==> src/rtl/tick_counter_pkg.sv <==
// Shared types and constants for the programmable tick counter.
package tick_counter_pkg;

  typedef enum logic [1:0] {
    IDLE = 2'd0,
    RUN  = 2'd1,
    DONE = 2'd2
  } state_e;

  // 10 Hz tick from a 50 MHz board clock
  localparam longint unsigned DEFAULT_RESET_LIMIT = 64'd4999999;

  // Terminal value giving tick_hz ticks per second from clk_hz
  function automatic longint unsigned calc_limit(input longint unsigned clk_hz,
                                                 input longint unsigned tick_hz);
    if (tick_hz == 64'd0 || clk_hz < tick_hz) return 64'd0;
    return (clk_hz / tick_hz) - 64'd1;
  endfunction

endpackage

==> src/rtl/tick_counter_if.sv <==
// Control/status bundle for tick_counter. Capture signals exist only with
// TICK_COUNTER_CAPTURE_EN defined.
interface tick_counter_if #(
  parameter int WIDTH = 32
);
  logic             i_enable;
  logic             i_clear;
  logic             i_limit_we;
  logic [WIDTH-1:0] i_limit;
  logic             i_oneshot;
  logic             i_start;
  logic [WIDTH-1:0] o_count;
  logic [WIDTH-1:0] o_limit;
  logic             o_tick;
  logic             o_busy;
  logic             o_done;
`ifdef TICK_COUNTER_CAPTURE_EN
  logic             i_capture;
  logic [WIDTH-1:0] o_capture;

  modport master (
    output i_enable, i_clear, i_limit_we, i_limit, i_oneshot, i_start, i_capture,
    input  o_count, o_limit, o_tick, o_busy, o_done, o_capture
  );
  modport slave (
    input  i_enable, i_clear, i_limit_we, i_limit, i_oneshot, i_start, i_capture,
    output o_count, o_limit, o_tick, o_busy, o_done, o_capture
  );
`else
  modport master (
    output i_enable, i_clear, i_limit_we, i_limit, i_oneshot, i_start,
    input  o_count, o_limit, o_tick, o_busy, o_done
  );
  modport slave (
    input  i_enable, i_clear, i_limit_we, i_limit, i_oneshot, i_start,
    output o_count, o_limit, o_tick, o_busy, o_done
  );
`endif
endinterface

==> src/rtl/tick_counter_core.sv <==
// Count register with >= terminal compare, wrap and registered tick.
module tick_counter_core #(
  parameter int WIDTH = 32
) (
  input  logic             i_clk,
  input  logic             i_rstn,
  input  logic             i_clear,
  input  logic             i_run_en,
  input  logic [WIDTH-1:0] i_limit,
  output logic [WIDTH-1:0] o_count,
  output logic             o_tick,
  output logic             o_wrap
);
  logic [WIDTH-1:0] count_q;
  logic             tick_q;

  // >= so a lowered limit wraps at once and the increment never overflows
  assign o_wrap = i_run_en && (count_q >= i_limit);

  always_ff @(posedge i_clk or negedge i_rstn) begin
    if (!i_rstn) begin
      count_q <= '0;
      tick_q  <= 1'b0;
    end else if (i_clear) begin
      count_q <= '0;
      tick_q  <= 1'b0;
    end else if (o_wrap) begin
      count_q <= '0;
      tick_q  <= 1'b1;
    end else begin
      tick_q <= 1'b0;
      if (i_run_en) count_q <= count_q + WIDTH'(1);
    end
  end

  assign o_count = count_q;
  assign o_tick  = tick_q;

endmodule

==> src/rtl/tick_counter.sv <==
// Programmable prescaler / tick source: FSM, limit register, optional capture.
// Optional capture port enabled by defining TICK_COUNTER_CAPTURE_EN.
module tick_counter
  import tick_counter_pkg::*;
#(
  parameter int              WIDTH       = 32,
  parameter longint unsigned RESET_LIMIT = DEFAULT_RESET_LIMIT
) (
  input logic           i_clk,
  input logic           i_rstn,
  tick_counter_if.slave bus
);
  state_e           state_q, state_d;
  logic [WIDTH-1:0] limit_q;
  logic [WIDTH-1:0] count;
  logic             run_en;
  logic             wrap;

  always_ff @(posedge i_clk or negedge i_rstn) begin
    if (!i_rstn) state_q <= IDLE;
    else         state_q <= state_d;
  end

  always_comb begin
    state_d = state_q;
    case (state_q)
      IDLE: if (!bus.i_oneshot || bus.i_start) state_d = RUN;
      RUN:  if (wrap && bus.i_oneshot)         state_d = DONE;
      DONE: if (bus.i_start || !bus.i_oneshot) state_d = RUN;
      default:                                 state_d = IDLE;
    endcase
    if (bus.i_clear) state_d = IDLE;
  end

  // A write lands next cycle, so a same-cycle compare still sees the old limit
  always_ff @(posedge i_clk or negedge i_rstn) begin
    if (!i_rstn)             limit_q <= WIDTH'(RESET_LIMIT);
    else if (bus.i_limit_we) limit_q <= bus.i_limit;
  end

  assign run_en = (state_q == RUN) && bus.i_enable;

  tick_counter_core #(.WIDTH(WIDTH)) u_core (
    .i_clk    (i_clk),
    .i_rstn   (i_rstn),
    .i_clear  (bus.i_clear),
    .i_run_en (run_en),
    .i_limit  (limit_q),
    .o_count  (count),
    .o_tick   (bus.o_tick),
    .o_wrap   (wrap)
  );

  assign bus.o_count = count;
  assign bus.o_limit = limit_q;
  assign bus.o_busy  = (state_q == RUN);
  assign bus.o_done  = (state_q == DONE);

`ifdef TICK_COUNTER_CAPTURE_EN
  logic [WIDTH-1:0] capture_q;

  // Samples the pre-update count, so a wrap cycle captures the limit value
  always_ff @(posedge i_clk or negedge i_rstn) begin
    if (!i_rstn)            capture_q <= '0;
    else if (bus.i_capture) capture_q <= count;
  end

  assign bus.o_capture = capture_q;
`endif

endmodule

==> src/flat_wrapper.sv <==
// flat-port wrapper written by rule: the top's interface ports become plain ports
module tick_counter_flat import tick_counter_pkg::*;
#(
  parameter int              WIDTH       = 32,
  parameter longint unsigned RESET_LIMIT = DEFAULT_RESET_LIMIT
)
  (i_clk, i_rstn, bus_i_enable, bus_i_clear, bus_i_limit_we, bus_i_limit, bus_i_oneshot, bus_i_start, bus_o_count, bus_o_limit, bus_o_tick, bus_o_busy, bus_o_done);
  tick_counter_if #(.WIDTH(WIDTH)) bus_i ();
  input logic i_clk;
  input logic i_rstn;
  input wire logic [$bits(bus_i.i_enable)-1:0] bus_i_enable;
  input wire logic [$bits(bus_i.i_clear)-1:0] bus_i_clear;
  input wire logic [$bits(bus_i.i_limit_we)-1:0] bus_i_limit_we;
  input wire logic [$bits(bus_i.i_limit)-1:0] bus_i_limit;
  input wire logic [$bits(bus_i.i_oneshot)-1:0] bus_i_oneshot;
  input wire logic [$bits(bus_i.i_start)-1:0] bus_i_start;
  output wire logic [$bits(bus_i.o_count)-1:0] bus_o_count;
  output wire logic [$bits(bus_i.o_limit)-1:0] bus_o_limit;
  output wire logic [$bits(bus_i.o_tick)-1:0] bus_o_tick;
  output wire logic [$bits(bus_i.o_busy)-1:0] bus_o_busy;
  output wire logic [$bits(bus_i.o_done)-1:0] bus_o_done;
  assign bus_i.i_enable = bus_i_enable;
  assign bus_i.i_clear = bus_i_clear;
  assign bus_i.i_limit_we = bus_i_limit_we;
  assign bus_i.i_limit = bus_i_limit;
  assign bus_i.i_oneshot = bus_i_oneshot;
  assign bus_i.i_start = bus_i_start;
  assign bus_o_count = bus_i.o_count;
  assign bus_o_limit = bus_i.o_limit;
  assign bus_o_tick = bus_i.o_tick;
  assign bus_o_busy = bus_i.o_busy;
  assign bus_o_done = bus_i.o_done;
  tick_counter #(.WIDTH(WIDTH), .RESET_LIMIT(RESET_LIMIT)) u_core (.i_clk(i_clk), .i_rstn(i_rstn), .bus(bus_i));
endmodule
==> config.mk <==
export PLATFORM = sky130hd
export DESIGN_NAME = tick_counter_flat
export DESIGN_NICKNAME = d
export VERILOG_FILES = /design/src/rtl/tick_counter_pkg.sv /design/src/rtl/tick_counter_if.sv /design/src/rtl/tick_counter_core.sv /design/src/rtl/tick_counter.sv /design/src/flat_wrapper.sv
export SDC_FILE = /design/constraint.sdc
export NUM_CORES = 1
export LEC_CHECK = 0
export ABC_AREA = 1
export BUFFER_PORTS_ARGS = -buffer_cell sky130_fd_sc_hd__clkbuf_2
export CORE_MARGIN = 5
export CORE_UTILIZATION = 54
export CTS_CLUSTER_DIAMETER = 80
export DETAILED_ROUTE_END_ITERATION = 10
export PLACE_DENSITY = 0.81
export SYNTH_ARGS = -nofsm -noshare
export SYNTH_HDL_FRONTEND = slang
export SYNTH_SLANG_ARGS = --single-unit
==> constraint.sdc <==
create_clock -name i_clk -period 2.2 [get_ports i_clk]
set_input_delay 0.44 -clock i_clk [delete_from_list [all_inputs] [get_ports i_clk]]
set_output_delay 0.44 -clock i_clk [all_outputs]
set_load 0.05 [all_outputs]
==> reports/qor.csv <==
metric,value,unit
status,"finished, final reports clean",
Tot Pwr,0.00310,W
Max Cap Viol,0,
die area,9870,um^2
Synth warnings,0,
grt met1 use,0.307,
Multi-input gate area,2280,um^2
fill cell count,637,
Worst-Margin Slew,0.512,ns
final instance area,5590,um^2
Pleak,3.04,nW
CTS buffer count,9,
layout cells sized above 1,0.297,
Congestion Overflow GR,0,
initial core utilization,0.555,
clock skew,0.0103,ns
Placed Area,5230,um^2
Seq cells post-synth,67,
pwr dens,554,nW/um^2
critical path launch point type,register,
Worst setup startpoint,u_core.bus.o_limit[5],
detailed-route wire length per cell,15.3,um
Buffers on Ports,105,
hold-fix buffers at CTS,0,
Worst slew margin,0.659,
io pins,106,
Routed Antenna Nets,0,
drt via density,5.31,
largest net degree at the start of global routing,64,
"commonest non-fill, non-tap cells in the layout","124 x nand2_1, 104 x clkbuf_2, 87 x inv_1",
Rows,32,
drt drc,0,
CORE AREA,7770,um^2
critical path capture point type,register,
min Tclk post-route,2.15,ns
Vias,4313,
dpl ws,0.105,ns
DRT Pass-1 Iters,5,
RD Place Congestion,0.937,
"Clk pin slew, worst setup/hold paths",0.08,ns
crit share post-route,0.978,
# H-tree levels,3,
placed cells,792,
register area,1690,um^2
RSZ-0062 raised after global routing,yes,
r2r startpoint,u_core.bus.o_limit[5],
clk sinks,67,
maximum clock path buffer count,2,
fin cells,812,
initial antenna violation count,0,
Crit Path Category,register to register,
"Slew Viols, Final",0,
root buf cell,clkbuf_8,
sequential cell area fraction in the yosys report,0.393,
Min-Delay Path Class,input port to async pin,
antenna diode count,0,
first-pass GRT wire length,19800,um
Crit path required time,2.42,ns
GR peak layer,met2,
highest clock rate,465,MHz
die height,99.4,um
CTS tree,yes,
WP data arrival,2.37,ns
global router's overall resource usage,0.248,
DIE WIDTH,99.4,um
Peak VDD IR,0.434,mV
final setup violation count,0,
synthesized area,4310,um^2
crit-path max FO,7,
"Hold Vio Cnt, Final",0,
initial DRC count,173,
synthesis-to-finish area growth,29.7,%
"most common cell after layout, fill and taps aside",nand2_1,
final setup margin,0.0489,ns
clk_lat worst skew,0.34,ns
Unique masters post-synth,31,
Final Routed Wirelength,12400,um
detailed placement HPWL,9350,um
synthesized area per cell,7.69,um^2
net count after synthesis,633,
Nets,777,
met2 Use GR,0.430,
GR Layer Usage met3,0.0456,
vias in the first global route,4152,
cells after synthesis,561,
Final Util,0.720,
-- state kept, by name, summed over array words and instances (netlist names) --
name,cells
u_core.bus.o_limit,32
u_core.state_q,2
u_core.u_core.o_count,32
u_core.u_core.o_tick,1
-- where the power goes --
group	internal, W	switching, W
Combinational	0.000160	0.000458
Sequential	0.00131	0.0000337
Clock	0.000671	0.000470
Total	0.00214	0.000962
-- worst max-delay path, stage by stage (launching register included) --
cell       delay, ns
dfstp_2         0.53
inv_1           0.07
ha_4            0.26
nand2_1         0.05
inv_1           0.07
nand2_2         0.07
inv_1           0.07
nand2_1         0.07
nand2_1         0.10
nand2_1         0.06
nand2_1         0.08
nand2_1         0.07
nand2_2         0.10
nand2_4         0.10
clkbuf_16       0.18
nand3_1         0.08
o21ai_1         0.07
-- cells in the mapped netlist --
cell,instances,share of area
a21oi_1,17,0.020
buf_2,2,0.0023
buf_4,2,0.0035
clkbuf_1,11,0.0096
clkinv_1,1,0.00087
dfrtp_1,54,0.31
dfstp_2,13,0.079
ha_1,33,0.096
inv_1,90,0.078
mux2_2,1,0.0026
nand2_1,125,0.11
nand2_2,6,0.0087
nand3_1,46,0.053
nand3_2,2,0.0046
nand3b_1,5,0.0087
nand4_1,7,0.010
nor2_1,32,0.028
nor2_2,3,0.0044
nor2_4,1,0.0026
nor3_1,13,0.015
nor3_2,5,0.012
nor3_4,3,0.011
nor3b_1,1,0.0017
nor4_2,1,0.0029
o21a_1,2,0.0035
o21ai_0,56,0.065
o21ai_1,4,0.0046
o21ai_2,1,0.0020
o22ai_1,1,0.0015
or2_2,1,0.0015
xor2_1,22,0.045
-- metrics by stage --
| step | setup TNS, ns | hold WS (ns) |
|---|---|---|
| after floorplan | 0 | 0.144 |
| after global placement | 0 | 0.425 |
| after detailed placement | 0 | 0.434 |
| after CTS | 0 | 0.0552 |
| after global routing | -0.617 | 0.0793 |
| final | 0 | 0.0574 |
-- cell families after synthesis --
logic type                 count (synthesis)  share of synthesized area
AOI/OAI and AO/OA                         81                     0.0963
xor gates and xnor gates                  22                     0.0447
adders and majority gates                 33                     0.0958
buffers and inverters                    106                     0.0946
DFF                                       67                      0.393
muxes                                      1                    0.00261
and+or+nand+nor                          251                      0.273
-- per-layer routing --
layer / vias to the layer above / routed length, um / part of all wire
li1: 2099 / - / -
met2: 169 / 6260 / 0.50
met1: 2009 / 5160 / 0.41
met4: 0 / 336 / 0.027
met5: - / 0 / 0
met3: 36 / 696 / 0.056
-- final cells by class --
class                           instances  share of cell area
Multi-Input combinational cell        388               0.409
Sequential cell                        67               0.303
Inverter                               91              0.0611
Timing Repair Buffer                  148               0.165
Clock buffer                           12              0.0260
Clock inverter                          4              0.0132
Tap cell                              102              0.0228
-- path summary, 6_finish.rpt --
| kind | endpoint | slack [ns] | depth (start not counted) |
|---|---|---|---|
| worst max-delay path | u_core.u_core.o_count[11] | 0.05 | 16 |
| worst min-delay path | u_core.bus.o_limit[13] | 0.06 | 1 |
| worst max register to register | u_core.u_core.o_count[11] | 0.05 | 16 |
| worst min register to register | u_core.bus.o_limit[18] | 0.51 | 2 |
| max in group asynchronous | u_core.bus.o_limit[8] | 1.45 | 2 |
| min in group i_clk | u_core.bus.o_limit[18] | 0.29 | 3 |
-- repair_timing --
item | in CTS | in global routing
setup buffers | 0 | 1
endpoints found under the setup margin | 0 | 28
resized for setup | 0 | 29
Note: power is estimated with default switching activity, not from simulation.
